<file path="src/rtl/ifetch_refill_pkg.sv">
//------------------------------------------------------------------------------
// ifetch_refill_pkg : shared types and flag encodings for the I-cache refill engine
// Rev 1.0
//------------------------------------------------------------------------------
`default_nettype none

package ifetch_refill_pkg;

  typedef enum logic [4:0] {
    ST_IDLE  = 5'b00001,
    ST_REQ   = 5'b00010,
    ST_FILL  = 5'b00100,
    ST_DRAIN = 5'b01000,
    ST_DONE  = 5'b10000
  } refill_state_t;

  localparam logic [1:0] FLAG_VALID    = 2'b01;
  localparam logic [1:0] FLAG_DIRTY    = 2'b10;
  localparam logic [1:0] FLAGS_INVALID = 2'b00;
  // Instruction lines are never written by the core, so a filled line is valid and clean.
  localparam logic [1:0] FLAGS_FILLED  = FLAG_VALID & ~FLAG_DIRTY;

  function automatic int clog2_min1(input int n);
    return (n > 1) ? $clog2(n) : 1;
  endfunction

endpackage

`default_nettype wire

</file>
<file path="src/rtl/ifetch_refill_if.sv">
//------------------------------------------------------------------------------
// ifetch_refill_if : main-bus read channel between the refill engine and the bus
// Rev 1.0
//------------------------------------------------------------------------------
`default_nettype none

interface ifetch_refill_if #(
  parameter int PADDR_W = 29
);
  logic               rf_cvalid;
  logic               bmain_cready;
  logic               rf_cmd;
  logic [PADDR_W-3:0] rf_addr;
  logic               bmain_rvalid;
  logic               rf_rready;
  logic               bmain_rlast;
  logic [31:0]        bmain_rdata;
  logic               bmain_error;
  logic               rf_eack;

  modport master (
    output rf_cvalid, rf_cmd, rf_addr, rf_rready, rf_eack,
    input  bmain_cready, bmain_rvalid, bmain_rlast, bmain_rdata, bmain_error
  );

  modport slave (
    input  rf_cvalid, rf_cmd, rf_addr, rf_rready, rf_eack,
    output bmain_cready, bmain_rvalid, bmain_rlast, bmain_rdata, bmain_error
  );
endinterface

`default_nettype wire

</file>
<file path="src/rtl/ifetch_refill_rr_victim.sv">
//------------------------------------------------------------------------------
// rr_victim : round-robin victim-way pointer, advanced once per completed fill
// Rev 1.0
//------------------------------------------------------------------------------
`default_nettype none

module rr_victim
  import ifetch_refill_pkg::*;
#(
  parameter int WAYS = 2
) (
  input  wire logic                        clk_core,
  input  wire logic                        reset_n,
  input  wire logic                        advance,
  output logic [clog2_min1(WAYS)-1:0]      victim
);

  localparam int WAY_W = clog2_min1(WAYS);

  generate
    if (WAYS > 1) begin : g_multi
      // WAYS is a power of two, so the natural wrap of the counter is modulo WAYS.
      always_ff @(posedge clk_core or negedge reset_n) begin
        if (!reset_n) begin
          victim <= '0;
        end else if (advance) begin
          victim <= victim + WAY_W'(1);
        end
      end
    end else begin : g_single
      assign victim = '0;
    end
  endgenerate

endmodule

`default_nettype wire

</file>
<file path="src/rtl/ifetch_refill.sv">
//------------------------------------------------------------------------------
// ifetch_refill : critical-word-first I-cache refill engine, round-robin victim.
// Optional: IFETCH_EARLY_RESTART_EN returns the missed word as beat 0 arrives.
// Rev 1.0
//------------------------------------------------------------------------------
`default_nettype none

module ifetch_refill
  import ifetch_refill_pkg::*;
#(
  parameter int PADDR_W    = 29,
  parameter int LINE_WORDS = 4,
  parameter int SETS       = 256,
  parameter int WAYS       = 2
) (
  input  wire logic                                              clk_core,
  input  wire logic                                              reset_n,
  input  wire logic                                              miss_valid,
  input  wire logic [PADDR_W-3:0]                                miss_addr,
  output logic                                                   miss_ready,
  input  wire logic                                              kill,
  output logic                                                   rf_busy,
  output logic                                                   rf_insn_valid,
  output logic [31:0]                                            rf_insn,
  output logic                                                   rf_exc,
  ifetch_refill_if.master                                        bus,
  output logic                                                   rf_data_we,
  output logic [clog2_min1(WAYS)-1:0]                            rf_data_way,
  output logic [$clog2(SETS)+$clog2(LINE_WORDS)-1:0]             rf_data_index,
  output logic [31:0]                                            rf_data_wdata,
  output logic                                                   rf_tag_we,
  output logic [clog2_min1(WAYS)-1:0]                            rf_tag_way,
  output logic [$clog2(SETS)-1:0]                                rf_tag_index,
  output logic [PADDR_W-2-$clog2(LINE_WORDS)-$clog2(SETS)-1:0]   rf_tag,
  output logic [1:0]                                             rf_flags
);

  localparam int OFF_W = $clog2(LINE_WORDS);
  localparam int IDX_W = $clog2(SETS);
  localparam int WAY_W = clog2_min1(WAYS);
  localparam int TAG_W = PADDR_W - 2 - OFF_W - IDX_W;
  localparam int WA_W  = PADDR_W - 2;
  localparam logic [OFF_W-1:0] LAST_BEAT = OFF_W'(LINE_WORDS - 1);

  refill_state_t    state_q, state_d;
  logic [WA_W-1:0]  addr_q;
  logic [WAY_W-1:0] way_q;
  logic [OFF_W-1:0] off_q;
  logic [OFF_W-1:0] beat_q;
  logic [31:0]      insn_q;
  logic [WAY_W-1:0] victim;
  logic             accept;
  logic             beat_wr;
  logic             advance;

  logic [IDX_W-1:0] miss_set, set_q;
  logic [TAG_W-1:0] miss_tag, tag_q;

  assign miss_set = miss_addr[OFF_W+IDX_W-1:OFF_W];
  assign miss_tag = miss_addr[WA_W-1:OFF_W+IDX_W];
  assign set_q    = addr_q[OFF_W+IDX_W-1:OFF_W];
  assign tag_q    = addr_q[WA_W-1:OFF_W+IDX_W];

  rr_victim #(
    .WAYS (WAYS)
  ) u_victim (
    .clk_core (clk_core),
    .reset_n  (reset_n),
    .advance  (advance),
    .victim   (victim)
  );

  always_ff @(posedge clk_core or negedge reset_n) begin
    if (!reset_n) begin
      state_q <= ST_IDLE;
      addr_q  <= '0;
      way_q   <= '0;
      off_q   <= '0;
      beat_q  <= '0;
      insn_q  <= '0;
    end else begin
      state_q <= state_d;
      if (accept) begin
        addr_q <= miss_addr;
        way_q  <= victim;
        off_q  <= miss_addr[OFF_W-1:0];
        beat_q <= '0;
      end else if (beat_wr) begin
        off_q  <= off_q + OFF_W'(1);
        beat_q <= beat_q + OFF_W'(1);
        if (beat_q == '0) begin
          insn_q <= bus.bmain_rdata;
        end
      end
    end
  end

  always_comb begin
    state_d       = state_q;
    accept        = 1'b0;
    beat_wr       = 1'b0;
    advance       = 1'b0;
    miss_ready    = 1'b0;
    rf_insn_valid = 1'b0;
    rf_exc        = 1'b0;
    bus.rf_cvalid = 1'b0;
    bus.rf_rready = 1'b0;
    rf_tag_we     = 1'b0;
    rf_tag_way    = way_q;
    rf_tag_index  = set_q;
    rf_tag        = tag_q;
    rf_flags      = FLAGS_INVALID;

    unique case (state_q)
      ST_IDLE: begin
        miss_ready = ~bus.bmain_error;
        if (bus.bmain_error) begin
          rf_exc = 1'b1;
        end else if (miss_valid && !kill) begin
          // Invalidate the victim up front so a half-filled line can never hit.
          accept       = 1'b1;
          rf_tag_we    = 1'b1;
          rf_tag_way   = victim;
          rf_tag_index = miss_set;
          rf_tag       = miss_tag;
          state_d      = ST_REQ;
        end
      end

      ST_REQ: begin
        bus.rf_cvalid = 1'b1;
        if (bus.bmain_error) begin
          rf_exc  = 1'b1;
          state_d = ST_IDLE;
        end else if (bus.bmain_cready) begin
          // A command accepted alongside kill still produces a burst that must be drained.
          state_d = kill ? ST_DRAIN : ST_FILL;
        end else if (kill) begin
          state_d = ST_IDLE;
        end
      end

      ST_FILL: begin
        bus.rf_rready = 1'b1;
        if (bus.bmain_error) begin
          rf_exc  = 1'b1;
          state_d = ST_IDLE;
        end else if (kill) begin
          state_d = (bus.bmain_rvalid && bus.bmain_rlast) ? ST_IDLE : ST_DRAIN;
        end else if (bus.bmain_rvalid) begin
`ifdef IFETCH_EARLY_RESTART_EN
          if (beat_q == '0) begin
            rf_insn_valid = 1'b1;
          end
`endif
          if (bus.bmain_rlast != (beat_q == LAST_BEAT)) begin
            rf_exc  = 1'b1;
            state_d = ST_IDLE;
          end else begin
            beat_wr = 1'b1;
            if (beat_q == LAST_BEAT) begin
              rf_tag_we = 1'b1;
              rf_flags  = FLAGS_FILLED;
              advance   = 1'b1;
`ifdef IFETCH_EARLY_RESTART_EN
              state_d   = ST_IDLE;
`else
              state_d   = ST_DONE;
`endif
            end
          end
        end
      end

      ST_DRAIN: begin
        bus.rf_rready = 1'b1;
        if (bus.bmain_error || (bus.bmain_rvalid && bus.bmain_rlast)) begin
          state_d = ST_IDLE;
        end
      end

      ST_DONE: begin
        state_d = ST_IDLE;
        if (bus.bmain_error) begin
          // The tag was just marked valid; take it back so the line stays invalid.
          rf_exc    = 1'b1;
          rf_tag_we = 1'b1;
        end else begin
          rf_insn_valid = ~kill;
        end
      end

      default: begin
        state_d = ST_IDLE;
      end
    endcase
  end

`ifdef IFETCH_EARLY_RESTART_EN
  assign rf_insn = (state_q == ST_FILL && beat_q == '0) ? bus.bmain_rdata : insn_q;
`else
  assign rf_insn = insn_q;
`endif

  assign rf_busy       = (state_q != ST_IDLE);
  assign bus.rf_cmd    = 1'b1;
  assign bus.rf_addr   = addr_q;
  assign bus.rf_eack   = bus.bmain_error;
  assign rf_data_we    = beat_wr;
  assign rf_data_way   = way_q;
  assign rf_data_index = {set_q, off_q};
  assign rf_data_wdata = beat_wr ? bus.bmain_rdata : 32'd0;

endmodule

`default_nettype wire

</file>
<file path="src/flat_wrapper.sv">
// flat-port wrapper written by rule: the top's interface ports become plain ports
module ifetch_refill_flat import ifetch_refill_pkg::*;
#(
  parameter int PADDR_W    = 29,
  parameter int LINE_WORDS = 4,
  parameter int SETS       = 256,
  parameter int WAYS       = 2
)
  (clk_core, reset_n, miss_valid, miss_addr, miss_ready, kill, rf_busy, rf_insn_valid, rf_insn, rf_exc, rf_data_we, rf_data_way, rf_data_index, rf_data_wdata, rf_tag_we, rf_tag_way, rf_tag_index, rf_tag, rf_flags, bus_rf_cvalid, bus_rf_cmd, bus_rf_addr, bus_rf_rready, bus_rf_eack, bus_bmain_cready, bus_bmain_rvalid, bus_bmain_rlast, bus_bmain_rdata, bus_bmain_error);
  ifetch_refill_if #(.PADDR_W(PADDR_W)) bus_i ();
  input  wire logic clk_core;
  input  wire logic reset_n;
  input  wire logic miss_valid;
  input  wire logic [PADDR_W-3:0] miss_addr;
  output logic miss_ready;
  input  wire logic kill;
  output logic rf_busy;
  output logic rf_insn_valid;
  output logic [31:0] rf_insn;
  output logic rf_exc;
  output logic rf_data_we;
  output logic [clog2_min1(WAYS)-1:0] rf_data_way;
  output logic [$clog2(SETS)+$clog2(LINE_WORDS)-1:0] rf_data_index;
  output logic [31:0] rf_data_wdata;
  output logic rf_tag_we;
  output logic [clog2_min1(WAYS)-1:0] rf_tag_way;
  output logic [$clog2(SETS)-1:0] rf_tag_index;
  output logic [PADDR_W-2-$clog2(LINE_WORDS)-$clog2(SETS)-1:0] rf_tag;
  output logic [1:0] rf_flags;
  output wire logic [$bits(bus_i.rf_cvalid)-1:0] bus_rf_cvalid;
  output wire logic [$bits(bus_i.rf_cmd)-1:0] bus_rf_cmd;
  output wire logic [$bits(bus_i.rf_addr)-1:0] bus_rf_addr;
  output wire logic [$bits(bus_i.rf_rready)-1:0] bus_rf_rready;
  output wire logic [$bits(bus_i.rf_eack)-1:0] bus_rf_eack;
  input wire logic [$bits(bus_i.bmain_cready)-1:0] bus_bmain_cready;
  input wire logic [$bits(bus_i.bmain_rvalid)-1:0] bus_bmain_rvalid;
  input wire logic [$bits(bus_i.bmain_rlast)-1:0] bus_bmain_rlast;
  input wire logic [$bits(bus_i.bmain_rdata)-1:0] bus_bmain_rdata;
  input wire logic [$bits(bus_i.bmain_error)-1:0] bus_bmain_error;
  assign bus_rf_cvalid = bus_i.rf_cvalid;
  assign bus_rf_cmd = bus_i.rf_cmd;
  assign bus_rf_addr = bus_i.rf_addr;
  assign bus_rf_rready = bus_i.rf_rready;
  assign bus_rf_eack = bus_i.rf_eack;
  assign bus_i.bmain_cready = bus_bmain_cready;
  assign bus_i.bmain_rvalid = bus_bmain_rvalid;
  assign bus_i.bmain_rlast = bus_bmain_rlast;
  assign bus_i.bmain_rdata = bus_bmain_rdata;
  assign bus_i.bmain_error = bus_bmain_error;
  ifetch_refill #(.PADDR_W(PADDR_W), .LINE_WORDS(LINE_WORDS), .SETS(SETS), .WAYS(WAYS)) u_core (.clk_core(clk_core), .reset_n(reset_n), .miss_valid(miss_valid), .miss_addr(miss_addr), .miss_ready(miss_ready), .kill(kill), .rf_busy(rf_busy), .rf_insn_valid(rf_insn_valid), .rf_insn(rf_insn), .rf_exc(rf_exc), .bus(bus_i), .rf_data_we(rf_data_we), .rf_data_way(rf_data_way), .rf_data_index(rf_data_index), .rf_data_wdata(rf_data_wdata), .rf_tag_we(rf_tag_we), .rf_tag_way(rf_tag_way), .rf_tag_index(rf_tag_index), .rf_tag(rf_tag), .rf_flags(rf_flags));
endmodule
</file>
<file path="config.mk">
export PLATFORM = sky130hd
export DESIGN_NAME = ifetch_refill_flat
export DESIGN_NICKNAME = d
export VERILOG_FILES = /design/src/rtl/ifetch_refill_pkg.sv /design/src/rtl/ifetch_refill_if.sv /design/src/rtl/ifetch_refill_rr_victim.sv /design/src/rtl/ifetch_refill.sv /design/src/flat_wrapper.sv
export SDC_FILE = /design/constraint.sdc
export NUM_CORES = 1
export LEC_CHECK = 0
export CORE_MARGIN = 2
export CORE_UTILIZATION = 38
export DETAILED_ROUTE_END_ITERATION = 7
export PLACE_DENSITY = 0.81
export SLEW_MARGIN = 15
export SYNTH_ARGS = -nofsm -noshare
export SYNTH_HDL_FRONTEND = slang
export SYNTH_SLANG_ARGS = --single-unit
</file>
<file path="constraint.sdc">
create_clock -name clk_core -period 3.1 [get_ports clk_core]
set_clock_uncertainty 0.05 [all_clocks]
set_input_delay 0.465 -clock clk_core [delete_from_list [all_inputs] [get_ports clk_core]]
set_output_delay 0.465 -clock clk_core [all_outputs]
set_load 0.02 [all_outputs]
</file>
==> Yosys cells after proc, flatten, opt, wreduce, memory -nomap -nowiden <==
Cells that the tools add are included.
{ "op_classes": {"n_mux": 60, "add_sub_neg": 3, "n_reduce_logical": 10, "bitwise_logic": 3, "multipliers": 0, "n_div": 0, "shift": 0, "order_cmp": 0, "eq_ne": 14} }
{ "op_table": {"columns": ["cell", "count"], "rows": [
  ["$mux W5", 11],
  ["$mux W17", 3],
  ["$mux W32", 1],
  ["$mux W1", 28],
  ["$mux W8", 3],
  ["$pmux W5 S4", 1],
  ["$mux W2", 9],
  ["$mux W4", 2],
  ["$ne A4 B4 Y1 const B", 2],
  ["$reduce_and A6 Y1", 1],
  ["$eq A5 B1 Y1 const B", 1],
  ["$eq A5 B2 Y1 const B", 1],
  ["$eq A5 B3 Y1 const B", 1],
  ["$eq A5 B4 Y1 const B", 1],
  ["$eq A5 B5 Y1 const B", 1],
  ["$ne A5 B1 Y1 const B", 1],
  ["$ne A5 B3 Y1 const B", 1],
  ["$add A2 B1 Y2 const B", 2],
  ["$ne A2 B1 Y1 const B", 2],
  ["$not A1 Y1", 3],
  ["$pmux W1 S3", 1],
  ["$reduce_and A3 Y1", 1],
  ["$reduce_or A3 Y1", 1],
  ["$eq A2 B2 Y1 const B", 1],
  ["other kinds (10)", 11]
]} }
{ "word_totals": {"wordCells": 97, "reg_bits": 70, "mem_bits_rw": 0, "latchBits": 0, "memories": 0, "romBits": 0, "in_bits": 67} }

==> Longest topological paths before layout <==
{ "depth": {"ltp_word": 9, "mapped_depth": 8} }

==> Modules after synthesis <==
A second synthesis with hierarchy kept.
{ "unflattened": {"hier_cells": 301, "area_unflattened_um2": 3857.4} }
{ "modules_own_cells": {"columns": ["mod", "cells_each", "seq_area_each_um2", "n_inst", "area_per_inst_um2"], "rows": [
  ["ifetch_refill", 299, 1727.9, 1, 3823.7],
  ["rr_victim", 2, 25.0, 1, 33.8]
]} }

==> Worst setup path after synthesis <==
OpenSTA, ideal clock, no wires.
{ "synth_timing": {"path_type": "register -> output", "from": "register u_core.beat_q[0]", "to": "output rf_data_wdata[22]", "t_arrival_ns": 2.273, "path_slack_ns": 0.312, "path_stages_with_launch": 8, "path_cell_list": "dfrtp_1 -> ha_1 -> ha_1 -> or3_1 -> nor4_4 -> buf_2 -> buf_2 -> and2_1"} }
{ "synth_via": {"elab_chain_cells": 8} }
{ "synth_lines": {"columns": ["item", "line_no", "text"], "rows": [
  ["from (decl)", "ifetch_refill.sv:49", "logic [OFF_W-1:0] beat_q;"],
  ["from (signal assigned)", "ifetch_refill.sv:90", "beat_q <= beat_q + OFF_W'(1);"],
  ["$eq A2 B2 Y1", "ifetch_refill.sv:156", "if (bus.bmain_rlast != (beat_q == LAST_BEAT)) begin"],
  ["$ne A1 B1 Y1", "ifetch_refill.sv:156", null],
  ["$mux W1", "ifetch_refill.sv:156", null],
  ["$mux W1", "ifetch_refill.sv:150", "end else if (bus.bmain_rvalid) begin"],
  ["$mux W1", "ifetch_refill.sv:148", "end else if (kill) begin"],
  ["$mux W1", "ifetch_refill.sv:145", "if (bus.bmain_error) begin"],
  ["$mux W1", "ifetch_refill.sv:114", "unique case (state_q)"],
  ["via rf_data_we", "flat_wrapper.sv:21", "output logic rf_data_we;"],
  ["$mux W32", "ifetch_refill.sv:212", "assign rf_data_wdata = beat_wr ? bus.bmain_rdata : 32'd0;"],
  ["to (decl)", "flat_wrapper.sv:24", "output logic [31:0] rf_data_wdata;"]
]} }
The timed path passes the listed nets, and every way through them passes these cells.

==> Worst setup path in the final report <==
{ "layout_timing": {"from": "register u_core.state_q[4]", "to": "output rf_tag_we"} }
{ "layout_via": {"elab_chain_cells": 2, "word_cells_on_any_way": 4} }
{ "layout_lines": {"columns": ["item", "line_no", "text"], "rows": [
  ["from (decl)", "ifetch_refill.sv:45", "refill_state_t state_q, state_d;"],
  ["from (signal assigned)", "ifetch_refill.sv:82", "state_q <= state_d;"],
  ["$eq A5 B5 Y1 (tied with other cells)", "ifetch_refill.sv:114", null],
  ["$pmux W1 S3 *", "ifetch_refill.sv:114", null],
  ["to (decl)", "flat_wrapper.sv:25", "output logic rf_tag_we;"]
]} }
Mark *: on every way between the ends. The rest lies on a longest branch, timed or not.

==> flow_metrics.env <==
export IMPL_outcome="completed"
export IMPL_grt_pass1_wl_mm=16.4
export IMPL_cts_tree="done"
export IMPL_avgSynthCellArea_um2=10.1
export IMPL_vias=3245
export IMPL_die_area_um2=9890
export IMPL_routed_via_density=4.72
export IMPL_switching_share_pct=37.7
export IMPL_synth_edf_count=0
export IMPL_utilization_pct=68.9
export IMPL_ys_ff_latch=70
export IMPL_clock_power_share_pct=17.6
export IMPL_place_hpwl_mm=7.66
export IMPL_cp_top_family="simple AND/OR/NAND/NOR gates"
export IMPL_synthCells=344
export IMPL_dr_pass1_iters=4
export IMPL_clkTransAtPathRegs_ns=0.07
export IMPL_antenna_cells=0
export IMPL_p_comb_share_pct=48.9
export IMPL_cpPeakStageDelay_ns=0.60
export IMPL_cts_buffers=9
export IMPL_postPlaceCellArea_um2=5780
export IMPL_yosys_warnings=0
export IMPL_grt_usage_pct=21.1
export IMPL_power_total_mw=3.65
export IMPL_timing_max_cap_violations=0
export IMPL_cts_sinks=70
export IMPL_cp_start_kind="flop"
export IMPL_drive_gt1_share_pct=24.2
export IMPL_cts_root_buf="clkbuf_8"
export IMPL_routedWlPerCell_um=14.9
export IMPL_area_growth_pct=74.5
export IMPL_place_congestion=0.784
export IMPL_syn_nets=414
export IMPL_fp_dieH_um=99.4
export IMPL_critPathKind="flop to output pin"
export IMPL_seqPwrFrac_pct=33.5
export IMPL_tightest_slew_ns=0.866
export IMPL_ir_worst_vdd_v=0.000244
export IMPL_required_ns=2.58
export IMPL_ant_nets=0
export IMPL_ctsHoldBuffers=0
export IMPL_path_cells="or4_4 -> or2_1 -> nor2_1 -> and3_1 -> or2_2 -> dlygate4sd2_1"
export IMPL_post_route_period_util_pct=97.7
export IMPL_max_slew_margin_pct=42.3
export IMPL_initial_core_util_pct=39.5
export IMPL_synth_cell_area_um2=3460
export IMPL_portBuffers=204
export IMPL_antenna_found_initial=0
export IMPL_crit_buf_inv=1
export IMPL_ys_seq_area_share_pct=50.7
export IMPL_hold_viol=0
export IMPL_final_nets=645
export IMPL_num_rows=34
export IMPL_netSwitchingPower_mw=1.38
export IMPL_synthFlopType="dfrtp_1"
export IMPL_io_pins=207
export IMPL_clockBufferDepth=2
export IMPL_drc=0
export IMPL_period_needed_ns=3.03
export IMPL_core_um2=8760
export IMPL_slew_viol_final=0
export IMPL_powerDensity_nw_per_um2=604
export IMPL_min_path_type="input pin to asynchronous set/reset pin"
export IMPL_setup_viol=0
export IMPL_slowest_stage="or4_4"
export IMPL_worst_path_max_fanout=7
export IMPL_p_leak_nw=3.26
export IMPL_worstSkewPairLatency_ns=0.33
export IMPL_fmaxAchievable_mhz=330
export IMPL_final_area_um2=6040
export IMPL_async_reset_ff_share_pct=100
export IMPL_rsz0062_at_grt="true"
export IMPL_cp_arrival_ns=2.51
export IMPL_grt_max_degree=71
export IMPL_grt_overflow=0
export IMPL_cp_end_kind="output pin"
export IMPL_worst_path_stages=6
export IMPL_synth_cell_types=40
export IMPL_wirelength_mm=10.2
export IMPL_drt_iter0_markers=62
export IMPL_cts_htree_levels=3
export IMPL_ff2ff_path_depth=11
export IMPL_internal_power_mw=2.27
export IMPL_grt_pass1_vias=3405
export IMPL_die_w_um=99.4
==> synthesized netlist by cell type (all sizes together) (3+ instances only) <==
cell type | number | area share [%]
o21ai | 4 | 0.58
buf | 18 | 4.0
dfrtp | 69 | 50
mux2 | 32 | 14
inv | 8 | 0.87
a21oi | 3 | 0.43
nor2 | 6 | 0.65
ha | 3 | 1.1
clkbuf | 12 | 1.3
and2 | 33 | 6.0
nor3 | 5 | 0.72
nand2 | 117 | 13
==> through the flow <==
stage	std cells	hold slack, ns	TNS, ns	setup WS [ns]
6_report	687	0.195	0	0.0717
5_1_grt	687	0.264	-0.00748	-0.00748
4_1_cts	687	0.221	-0.354	-0.0392
3_5_place_dp	663	0.407	-10.33	-0.353
3_3_place_gp	663	0.408	-9.50	-0.302
2_1_floorplan	344	0.119	0	0.312
==> metal layers <==
layer | routed length, µm | share of wire, % | global-route usage [%] | up-vias
li1 | - | - | - | 1566
met3 | 826 | 8.1 | 5.06 | 10
met4 | 93 | 0.91 | 5.80 | 0
met1 | 4110 | 40 | 25.3 | 1518
met5 | 0 | 0 | 0 | -
met2 | 5200 | 51 | 37.9 | 151
==> power by group through the flow <==
stage	Combinational [mW]	Sequential, mW	Clock (mW)
2_1_floorplan	0.684	1.44	0
3_3_place_gp	1.81	1.23	0
3_5_place_dp	1.84	1.24	0
4_1_cts	1.82	1.22	0.669
5_1_grt	1.90	1.24	0.711
6_report	1.78	1.22	0.642
==> layout by cell type, fill, tap and decap left out, types with 3 or more instances in the layout <==
cell	Yosys	final
clkdlybuf4s50_1	0	147
nand2_1	116	115
dfrtp_1	69	69
buf_4	12	43
and2_1	33	31
mux2_4	30	30
buf_2	3	20
dlymetal6s2s_1	0	14
clkbuf_8	0	11
dlygate4sd2_1	0	9
inv_1	8	8
buf_6	3	7
nor3_1	5	5
nor2_1	6	5
o21ai_0	4	4
buf_12	0	4
a21oi_1	3	3
clkinv_2	0	3
clkdlybuf4s15_2	0	3
==> cell type report <==
class                   count  area, µm²
clock buffers              11        151
clock inverters             4       22.5
fillers                   646       2720
inverters                   8       30.0
multi-input cells         236       1560
flip-flops and latches     70       1750
well taps                 108        135
repair buffers            250       2390
==> logic make-up (layout without fill, tap and decap cells) <==
group / after synthesis / after routing / share of synthesized area [%]
compound gates: 19 / 19 / 3.80
xor+xnor: 4 / 4 / 1.01
fa+ha+maj: 3 / 3 / 1.08
buf+inv: 38 / 273 / 6.18
flops: 70 / 70 / 50.7
mux: 32 / 32 / 13.7
other cells: 2 / 2 / 0.217
simple gates: 176 / 176 / 23.4
==> repair_timing <==
item	in CTS	in global routing
gates cloned	1	0
setup endpoints to repair	42	55
buffers inserted	8	0
gates resized for setup	144	37
pin swaps	0	1
==> worst reg2reg max path, stage by stage, from the launching register on <==
cell and delay (ns):
dfrtp_1 0.41, ha_4 0.18, ha_4 0.21, or3_4 0.40
nor4_4 0.25, clkbuf_16 0.20, buf_8 0.11, buf_4 0.11
buf_4 0.14, nand2_2 0.08, buf_12 0.19, mux2_4 0.34
==> path summary, 6_finish.rpt <==
path,from,endpoint,slack [ns]
min reg2reg,u_core.u_victim.victim,u_core.u_victim.victim,0.42
min in group clk_core,u_core.u_victim.victim,u_core.u_victim.victim,0.42
max in group asynchronous,reset_n,u_core.bus.rf_addr[26],2.24
max reg2reg,u_core.beat_q[1],u_core.rf_insn[19],0.32
min,reset_n,u_core.rf_insn[5],0.20
max,u_core.state_q[4],rf_tag_we,0.07
==> flip-flops by register name, indices dropped and copies added, names as in the netlist <==
register                cells
u_core.u_victim.victim      1
u_core.rf_insn             32
u_core.state_q              5
u_core.beat_q               2
u_core.bus.rf_addr         27
u_core.rf_data_way          1
u_core.off_q                2
Note: power is estimated with default switching activity, not from simulation.
